### src/rtl/hazard_pkg.sv
// Shared types and constants for the pipeline hazard controller.
package hazard_pkg;

  typedef enum logic [1:0] {
    FWD_RF  = 2'b00,
    FWD_WB  = 2'b01,
    FWD_MEM = 2'b10
  } fwd_sel_t;

  typedef enum logic [1:0] {
    RUN      = 2'b00,
    MEM_WAIT = 2'b01,
    HALT     = 2'b10
  } hz_state_t;

  localparam logic [4:0] REG_X0 = 5'd0;

endpackage

### src/rtl/forward_select.sv
// Per-operand bypass selection: the Memory-stage result is newer than the
// Writeback-stage result, so it wins when both match.
module forward_select
  import hazard_pkg::*;
(
  input  logic [4:0] rs_e,
  input  logic [4:0] rd_m,
  input  logic [4:0] rd_w,
  input  logic       reg_write_m,
  input  logic       reg_write_w,
  output fwd_sel_t   sel
);

  // Priority bypass decode; x0 is never forwarded.
  always_comb begin
    sel = FWD_RF;
    if (reg_write_m && (rd_m != REG_X0) && (rd_m == rs_e)) begin
      sel = FWD_MEM;
    end else if (reg_write_w && (rd_w != REG_X0) && (rd_w == rs_e)) begin
      sel = FWD_WB;
    end else begin
      sel = FWD_RF;
    end
  end

endmodule

### src/rtl/hazard_controller.sv
// Stall/flush/forward scheduler for the 5-stage RV32 pipeline, with a
// data-memory watchdog and stall/flush performance counters.
module hazard_controller
  import hazard_pkg::*;
#(
  parameter int MEM_TIMEOUT = 64,
  parameter int CNT_WIDTH   = 32
) (
  input  logic                 clk,
  input  logic                 rst,
  input  logic [4:0]           Rs1D,
  input  logic [4:0]           Rs2D,
  input  logic [4:0]           Rs1E,
  input  logic [4:0]           Rs2E,
  input  logic [4:0]           RdE,
  input  logic [4:0]           RdM,
  input  logic [4:0]           RdW,
  input  logic                 ResultSrcE0,
  input  logic                 RegWriteM,
  input  logic                 RegWriteW,
  input  logic                 PCSrcE,
  input  logic                 MemReqM,
  input  logic                 MemReadyM,
  output logic                 StallF,
  output logic                 StallD,
  output logic                 StallE,
  output logic                 StallM,
  output logic                 FlushD,
  output logic                 FlushE,
  output logic                 FlushW,
  output logic [1:0]           ForwardAE,
  output logic [1:0]           ForwardBE,
  output logic                 Halted,
  output logic [CNT_WIDTH-1:0] StallCycles,
  output logic [CNT_WIDTH-1:0] FlushCount
);

  localparam int WW = $clog2(MEM_TIMEOUT) + 1;
  localparam logic [WW-1:0] WAIT_LAST = WW'(MEM_TIMEOUT - 1);

  hz_state_t     state;
  hz_state_t     state_next;
  logic [WW-1:0] waitcnt;
  logic [WW-1:0] waitcnt_next;
  fwd_sel_t      fwd_a;
  fwd_sel_t      fwd_b;
  logic          lw_stall;
  logic          mem_stall;
  logic          halt_active;

  forward_select u_fwd_a (
    .rs_e        (Rs1E),
    .rd_m        (RdM),
    .rd_w        (RdW),
    .reg_write_m (RegWriteM),
    .reg_write_w (RegWriteW),
    .sel         (fwd_a)
  );

  forward_select u_fwd_b (
    .rs_e        (Rs2E),
    .rd_m        (RdM),
    .rd_w        (RdW),
    .reg_write_m (RegWriteM),
    .reg_write_w (RegWriteW),
    .sel         (fwd_b)
  );

  assign ForwardAE = fwd_a;
  assign ForwardBE = fwd_b;

  assign lw_stall  = ResultSrcE0 && (RdE != REG_X0) &&
                     ((RdE == Rs1D) || (RdE == Rs2D)) && !PCSrcE;
  assign mem_stall = MemReqM && !MemReadyM;
  // Reset forces the RUN equations even while the state register still reads HALT.
  assign halt_active = (state == HALT) && !rst;

  // Stall and flush outputs.
  always_comb begin
    StallF = 1'b0;
    StallD = 1'b0;
    StallE = 1'b0;
    StallM = 1'b0;
    FlushD = 1'b0;
    FlushE = 1'b0;
    FlushW = 1'b0;
    if (halt_active) begin
      StallF = 1'b1;
      StallD = 1'b1;
      StallE = 1'b1;
      StallM = 1'b1;
      FlushW = 1'b1;
    end else begin
      StallF = lw_stall || mem_stall;
      StallD = lw_stall || mem_stall;
      StallE = mem_stall;
      StallM = mem_stall;
      FlushW = mem_stall;
      FlushD = PCSrcE && !mem_stall;
      FlushE = (lw_stall || PCSrcE) && !mem_stall;
    end
  end

  // Next-state and wait-counter logic for the memory watchdog.
  always_comb begin
    state_next   = state;
    waitcnt_next = waitcnt;
    case (state)
      RUN: begin
        if (mem_stall) begin
          state_next   = MEM_WAIT;
          waitcnt_next = WW'(1);
        end else begin
          state_next   = RUN;
        end
      end
      MEM_WAIT: begin
        if (!mem_stall) begin
          state_next   = RUN;
          waitcnt_next = '0;
        end else if (waitcnt == WAIT_LAST) begin
          state_next   = HALT;
        end else begin
          waitcnt_next = waitcnt + WW'(1);
        end
      end
      HALT: begin
        state_next = HALT;
      end
      default: begin
        state_next   = RUN;
        waitcnt_next = '0;
      end
    endcase
  end

  // State, halt flag and performance counters.
  always_ff @(posedge clk) begin
    if (rst) begin
      state       <= RUN;
      waitcnt     <= '0;
      Halted      <= 1'b0;
      StallCycles <= '0;
      FlushCount  <= '0;
    end else begin
      state       <= state_next;
      waitcnt     <= waitcnt_next;
      Halted      <= (state_next == HALT);
      StallCycles <= StallCycles + {{(CNT_WIDTH-1){1'b0}}, StallF};
      FlushCount  <= FlushCount + {{(CNT_WIDTH-1){1'b0}}, FlushD};
    end
  end

endmodule

### config.mk
export PLATFORM = sky130hd
export DESIGN_NAME = hazard_controller
export DESIGN_NICKNAME = d
export VERILOG_FILES = /design/src/rtl/hazard_pkg.sv /design/src/rtl/forward_select.sv /design/src/rtl/hazard_controller.sv
export SDC_FILE = /design/constraint.sdc
export NUM_CORES = 1
export LEC_CHECK = 0
export ABC_AREA = 1
export CAP_MARGIN = 40
export CORE_UTILIZATION = 44
export DETAILED_ROUTE_END_ITERATION = 7
export PLACE_DENSITY = 0.85
export SYNTH_ARGS = -nofsm -noshare
export SYNTH_HDL_FRONTEND = slang
export SYNTH_SLANG_ARGS = --single-unit
### constraint.sdc
create_clock -name clk -period 2.2 [get_ports clk]
set_input_delay 0.44 -clock clk [delete_from_list [all_inputs] [get_ports clk]]
set_output_delay 0.44 -clock clk [all_outputs]
set_load 0.02 [all_outputs]
# Yosys cells after proc, flatten, opt, wreduce, memory -nomap -nowiden
# Index checks and enable logic that the tools add are counted.
dict set report totals {
  reg_bits 74
  inputBits 43
}
dict set report classes {
  addsub 3
  n_eq_ne 12
  muxes 16
  bitwise_logic 1
  reduce_logical 25
}
# op count
set ops {}
lappend ops {{$add A32 B1 Y32} 2}
lappend ops {{$eq A5 B5 Y1} 6}
lappend ops {{$mux W7} 3}
lappend ops {{$pmux W7 S3} 1}
lappend ops {{$reduce_bool A5 Y1} 3}
lappend ops {{$logic_and A1 B1 Y1} 13}
lappend ops {{$mux W2} 4}
lappend ops {{$add A7 B1 Y7 const B} 1}
lappend ops {{$eq A7 B6 Y1 const B} 1}
lappend ops {{$mux W1} 7}
lappend ops {{$pmux W2 S3} 1}
lappend ops {{$eq A2 B2 Y1 const B} 2}
lappend ops {{$logic_not A1 Y1} 4}
lappend ops {{$logic_or A1 B1 Y1} 3}
lappend ops {{$ne A3 B3 Y1 const B} 1}
lappend ops {{$reduce_and A3 Y1} 1}
lappend ops {{$eq A2 B1 Y1 const B} 1}
lappend ops {{$logic_not A2 Y1} 1}
lappend ops {{$ne A2 B2 Y1 const B} 1}
lappend ops {{$not A1 Y1} 1}

# Logic depth before layout (Yosys ltp)
# Gate-level depths: netlist (run 1).
dict set report depth {
  word_depth 7
  depth_mapped 17
  depth_no_buf 17
}

# By module
# A second synthesis (run 1) with hierarchy kept.
dict set report hier_totals {
  hier_cells 764
  hier_area_um2 4698.3
}
# mod instances cells_per_inst area_each_um2
set modules_own_cells {}
lappend modules_own_cells {hazard_controller 1 664 4270.3}
lappend modules_own_cells {forward_select 2 50 214.0}

# Worst setup path before layout (run 1)
# No wires, ideal clock.
dict set report synth_timing {
  kind {input to register}
  start {input port rst}
  end {register FlushCount[12]}
  setup_time_ns 0.128
  arrival_ns 2.484
  required_time_ns 2.072
  setup_slack_ns -0.412
  stages 13
  n_path_buf 1
  path_cell_list {clkbuf_1 > inv_1 > nand3_1 > nand2_1 > nor2_1 > ha_1 > ha_1 > nand2_1 > inv_1 > nand2_1 > nor2_1 > xnor2_1 > nor2_1}
}
dict set report synth_via {
  elab_chain_cells 4
}
# element line
set synth_lines {}
lappend synth_lines {{start: declaration} hazard_controller.sv:10} ;# input logic rst,
lappend synth_lines {{$logic_not A1 Y1} hazard_controller.sv:76} ;# assign halt_active = (state == HALT) && !rst;
lappend synth_lines {{$logic_and A1 B1 Y1} hazard_controller.sv:76}
lappend synth_lines {{$mux W1} hazard_controller.sv:87} ;# if (halt_active) begin
lappend synth_lines {{net FlushD} hazard_controller.sv:28} ;# output logic FlushD,
lappend synth_lines {{$add A32 B1 Y32} hazard_controller.sv:150} ;# FlushCount <= FlushCount + {{(CNT_WIDTH-1){1'b0}}, FlushD};
lappend synth_lines {{end signal: assignment} hazard_controller.sv:150}
lappend synth_lines {{end: declaration} hazard_controller.sv:35} ;# output logic [CNT_WIDTH-1:0] FlushCount
# The timed path passes the listed nets, and every way through them passes these cells.
# A chain may end at the register's enable or synchronous reset.

# Final worst setup path (run 1)
dict set report layout_timing {
  start {input port Rs2E[2]}
  end {output port ForwardBE[0]}
}
dict set report layout_via {
  elab_chain_cells 4
  elab_cells_between_ends 6
  classes_between {2 x eq/ne; 2 x mux; 2 x reduce/logical}
}
# element line
set layout_lines {}
lappend layout_lines {{start: declaration} hazard_controller.sv:14} ;# input logic [4:0] Rs2E,
lappend layout_lines {{$eq A5 B5 Y1} forward_select.sv:19} ;# end else if (reg_write_w && (rd_w != REG_X0) && (rd_w == rs_e)) begin
lappend layout_lines {{$logic_and A1 B1 Y1} forward_select.sv:19}
lappend layout_lines {{$mux W1} forward_select.sv:19}
lappend layout_lines {{$mux W2 (*)} forward_select.sv:17} ;# if (reg_write_m && (rd_m != REG_X0) && (rd_m == rs_e)) begin
lappend layout_lines {{end: declaration} hazard_controller.sv:32} ;# output logic [1:0] ForwardBE,
# Mark *: on every way between the ends. The rest lies on a longest branch, timed or not.

==> impl_metrics.csv, run 1 <==
group,metric,value,unit
outcome,run_status,"finished clean",
synthesis,ys_warn_count,0,
synthesis,syn_area,4399,um2
cells_and_area,utilization,64.47,%
critical_path,critPathArrivalTime,1700,ps
synthesis,synth_top_area_cell,"dfxtp_1",
clock_tree,cts.sink_count,74,
synthesis,synth_edf_count,0,
drt,drt_wl_total,12.43,mm
sta,period_share,97.46,%
cells_and_area,antenna_cells,0,
synthesis,async_reset_ff_share,0,%
synthesis,ys_types,29,
floorplanning,initial_utilization,45.22,%
floorplanning,die_area,10400,um2
clock_tree,cts-root-buf,"clkbuf_8",
placed_design,place_worst_setup_slack,-598.9,ps
critical_path,startpoint,"Rs2E[2]",
cells_and_area,fill_cells,842,
synthesis,synth_top_area_share,33.67,%
sta,finalHoldViolCount,0,
sta,fmax,0.4664,GHz
floorplanning,core_area,9729,um2
synthesis,synth_top_cells_by_area,"dfxtp_1 (34%), nand2_1 (16%), nor2_1 (10%), inv_1 (5.7%), a21oi_1 (5.3%)",
synthesis,syn_area_per_cell,6.469,um2
drt,drt_iter0_markers,346,
critical_path,worst_ep_required_time,1760,ps
critical_path,worstSetupPathType,"in -> out",
sta,worstMarginPinSlew,573.4,ps
sta,min_period,2144,ps
cells_and_area,multi_input_area,2745,um2
cells_and_area,seq_area,1481,um2
critical_path,crit_end,"ForwardBE[0]",
grt,grt_pass1_wl,19.84,mm
worst_hold_path,hp-class,"in -> reg",
sta,slew_headroom,61.77,%
drt,drt-wirelength-per-cell,12.88,um
synthesis,ys_seq_area_share,33.67,%
grt,antenna_found_initial,0,
cells_and_area,syn_to_final_growth,42.58,%
sta,drv_slew,0,
clock_tree,clock_path_buffers,2,
sta,setup_viol,0,
pwr,ir_drop,0.0004187,V
clock_tree,insertion_delay,350,ps
synthesis,synth.cells.most_frequent,"nand2_1 (190), nor2_1 (119), dfxtp_1 (74)",
drt,drt-pass1-iter-count,7,
drt,via_per_inst,5.031,
drt,drc,0,
drt,ant_nets,0,
critical_path,r2r_slack,220,ps
job,max_cap_viol_count,0,
grt,grt.overflow.total,0,
placed_design,place_congestion,0.9450,
synthesis,synthCells,680,
pwr,p_leak,2.306,nW
cells_and_area,fin_cells,965,
placed_design,dp_hpwl,9.449,mm
floorplanning,die_height,102.0,um
drt,via_count,4855,
synthesis,synth.most_common_cell,"nand2_1",
critical_path,r2r_start,"state[0]",
critical_path,crit_fanout,2,
floorplanning,die_w,102.0,um
clock_tree,htree_levels,3,
synthesis,synth_fp_nets,728,
critical_path,reg2reg_to,"FlushCount[20]",
clock_tree,clkTransAtPathRegs,70,ps
critical_path,cp-start-kind,"primary input",
sta,setup_ws,55.98,ps
synthesis,synth_ff_type,"dfxtp_1",
placed_design,place_inst,947,
clock_tree,cts_tree,"done",
placed_design,io_buffer_count,118,
grt,grt_max_degree,50,
floorplanning,io_pins,119,
cells_and_area,final_nets,876,
synthesis,ys_seq_elements,74,
critical_path,reg2reg_depth,13,
grt,grt_usage,24.19,%
critical_path,end_kind,"output pin",
cells_and_area,final_layout_size_suffix_gt1_share,13.58,%
sta,skew,11.50,ps
pwr,p_per_area,470.3,nW/um2
grt,grt_pass1_vias,4378,
clock_tree,numCtsBuffers,9,
clock_tree,ctsHoldBuffers,0,
floorplanning,rows,36,
==> stage by stage <==
| stage | TNS, ps | power (W) | hold slack (ps) | area, um2 |
|---|---|---|---|---|
| 2_1_floorplan | 0 | 0.001538 | 416.2 | 4449 |
| 3_5_place_dp | -22060 | 0.001697 | 454.0 | 5942 |
| 3_3_place_gp | -18750 | 0.001693 | 432.3 | 5942 |
| 4_1_cts | -2.871 | 0.002958 | 465.3 | 6222 |
| 6_report | 0 | 0.002950 | 474.2 | 6272 |
| 5_1_grt | -87.50 | 0.003062 | 479.4 | 6272 |
==> critical path, cell delays in order <==
cell             delay [ps]
clkdlybuf4s50_1         510
xnor2_1                 160
nand4_1                 130
nor3_2                  230
nor2_1                   70
buf_2                   160
==> routing by layer <==
metal	global-route usage, %	up-vias	wire, um
met5	0	-	0
li1	-	2460	-
met4	9.341	0	329
met1	30.51	2179	5345
met3	4.583	34	763
met2	40.84	182	5993
==> worst min path at each step <==
stage | end | slack (ps) | startpoint | cells after the start
final | Halted | 470 | rst | 4
after global routing | Halted | 480 | rst | 4
after CTS | state[1] | 470 | rst | 4
after detailed placement | waitcnt[6] | 450 | waitcnt[6] | 2
after global placement | waitcnt[6] | 430 | waitcnt[6] | 2
after floorplan | waitcnt[6] | 420 | waitcnt[6] | 2
==> registers in the layout, summed over array words and instances (netlist names) <==
| register | cells |
|---|---|
| FlushCount | 32 |
| StallCycles | 32 |
| waitcnt | 7 |
| state | 2 |
| Halted | 1 |
==> where the power goes <==
group / leakage [nW] / switching [W] / internal [W]
clock network: 0.118 / 0.000508 / 0.000776
logic: 1.59 / 0.000160 / 0.000148
registers: 0.597 / 0.00000980 / 0.00135
total: 2.31 / 0.000677 / 0.00227
==> what timing repair did <==
action,CTS,global route
cloned,0,0
resized for setup,58,24
hold endpoints to repair,0,0
endpoints found under the setup margin,39,36
pin swaps,14,11
setup buffers,2,1
==> cell type report <==
cell class                      count  area share, %
Clock buffer                       10          2.194
Clock inverter                      5          1.636
Inverter                           68          4.109
Multi-Input combinational cell    527          43.77
Sequential cell                    74          23.62
Tap cell                          133          2.653
Timing Repair Buffer              148          22.02
==> logic make-up after synthesis <==
logic type / count (synthesis) / synth area share, %
AOI/OAI and AO/OA: 77 / 9.073
xor gates and xnor gates: 34 / 6.769
adders and majority gates: 5 / 1.422
buffers and inverters: 79 / 6.996
DFF: 74 / 33.67
and+or+nand+nor: 411 / 42.07
==> cells in the final DEF, fill, tap and decap left out, types with 4 or more instances in the layout <==
cell type,netlist,final
nand2_1,190,186
nor2_1,119,114
clkdlybuf4s50_1,0,86
dfxtp_1,74,74
inv_1,67,60
a21oi_1,47,47
buf_4,3,29
nand3_1,30,26
nand3b_1,21,21
o21ai_0,22,20
xnor2_1,20,19
dlygate4sd2_1,0,15
nand2_2,11,14
xor2_1,14,14
nor2_4,8,11
nand4_1,10,10
nor2_2,8,10
clkbuf_8,0,10
dlymetal6s2s_1,0,7
inv_2,0,6
nor3_1,8,6
buf_2,0,6
o21a_1,4,4
Power figures use the tool's default switching activity.
==> run 2, diff against run 1 <==
--- a/config.mk
+++ b/config.mk
@@ -9,6 +9,7 @@
 export CAP_MARGIN = 40
 export CORE_UTILIZATION = 44
 export DETAILED_ROUTE_END_ITERATION = 7
+export HOLD_SLACK_MARGIN = 0.06
 export PLACE_DENSITY = 0.85
 export SYNTH_ARGS = -nofsm -noshare
 export SYNTH_HDL_FRONTEND = slang
==> results of run 2 <==
Same layout as run 1: the final DEF is identical, and so are final timing and power.
==> RTL change (config.mk and constraints of run 1) <==
Change the parameter `MEM_TIMEOUT` from 64 to 32.
--- a/src/rtl/hazard_controller.sv
+++ b/src/rtl/hazard_controller.sv
@@ -3,7 +3,7 @@
 module hazard_controller
   import hazard_pkg::*;
 #(
-  parameter int MEM_TIMEOUT = 64,
+  parameter int MEM_TIMEOUT = 32,
   parameter int CNT_WIDTH   = 32
 ) (
   input  logic                 clk,
Check against the original RTL: no difference found for any inputs over 10 cycles, from zero or initial values and one cycle with rst high; that may be too few to reach the edited logic, so the function may still have changed.
==> RTL change against run 1 <==
Via count increased by 0.84%; hold slack improved by 3.2 ps; count of clock-buffer cells in the layout unchanged; core utilization increased by 2.1 points; final area decreased by 0.12%; critical endpoint is now ForwardBE[1]; first-iteration DRC count decreased by 44%; power increased by 2.1%; area after synthesis decreased by 0.97%; routed wire length decreased by 0.51%; sequential cell count decreased by 1; non-clock buffer count increased by 1; setup slack improved by 6.0 ps.
==> RTL change: results (changes against run 1) <==
| Metric | Value |
|---|---|
| Outcome | `finished, final reports clean` |
| Initial DRC Count | `193 (-44%)` |
| Final net count | `874 (-0.23%)` |
| Regs by FF count | `FlushCount x32, StallCycles x32, waitcnt x6` |
| DR vias | `4,896 (+0.84%)` |
| Met1 Resource Use GR | `0.302 (-0.00270)` |
| Gate power share | `0.100 (-0.004)` |
| Fin cells | `959 (-0.62%)` |
| Crit Reg-Reg Endpoint | `FlushCount[8]$_SDFF_PP0_` |
| Synth area leaders | `dfxtp_1 (34%), nand2_1 (17%), nor2_1 (12%), inv_1 (5.3%), a21oi_1 (4.0%)` |
| GRT Util Overall | `0.248 (+0.00649)` |
| Met2 Wirelength | `6000 µm (+0.15%)` |
| Commonest cells post-synth | `nand2_1 (192), nor2_1 (138), dfxtp_1 (73), inv_1 (62), a21oi_1 (35)` |
| Worst-Margin Slew | `559 ps (-14.4 ps)` |
| Post-placement cell count | `940 (-0.74%)` |
| Peak VDD IR | `0.283 mV (-32%)` |
| Hold Path End | `StallCycles[31]$_SDFF_PP0_` |
| DRT Pass-1 Iters | `5 (-2)` |
| Layout cells sized above 1 | `0.137 (+0.00153)` |
| Lkg Pwr | `2.27 nW (-1.6%)` |
| Final wirelength | `12,400 µm (-0.51%)` |
| CP endpoint | `ForwardBE[1]` |
| Seq/Total Area, Yosys | `0.335 (-0.00131)` |
| Synth Area in XOR/XNOR | `0.0744 (+0.00669)` |
| Pre-CTS setup slack | `-671 ps (-71.9 ps)` |
| Worst hold path class | `flop to flop` |
| Reg clk slew, reported paths | `90 ps (+20 ps)` |
| Adder-cell share of the synthesized area | `0.0144 (+0.000139)` |
| First-pass GRT wire length | `20,400 µm (+2.8%)` |
| Post-DP Area | `5890 µm² (-0.84%)` |
| P_int | `2.34 mW (+3.0%)` |
| Met1 WL | `5190 µm (-2.8%)` |
RTL change: changes by cell type in the layout (fill, tap and decap cells not counted), sizes merged, moves of 3 or more:
| cell | run 1 | this run |
|---|---|---|
| nand3b | 22 | 16 |
| nor3 | 10 | 7 |
| nor2 | 135 | 158 |
| a21oi | 47 | 35 |
| clkdlybuf4s50 | 86 | 79 |
| clkbuf | 10 | 14 |
| inv | 67 | 64 |
| xor2 | 14 | 17 |
| o21ai | 24 | 18 |
| dlymetal6s2s | 7 | 12 |
RTL change: cell type report:
class / count / area, µm² / share of cell area
repair buffers: 149 / 1380 / 0.221
clock buffers: 10 / 128 / 0.0204
multi-input cells: 528 / 2760 / 0.440
clock inverters: 5 / 129 / 0.0206
well taps: 129 / 161 / 0.0258
flip-flops and latches: 73 / 1460 / 0.233
inverters: 65 / 244 / 0.0389
RTL change: critical path, stage by stage:
cell and delay (ps):
clkdlybuf4s50_1 520, xnor2_1 130, nand4_1 130, nor3_2 180, clkdlybuf4s15_2 300
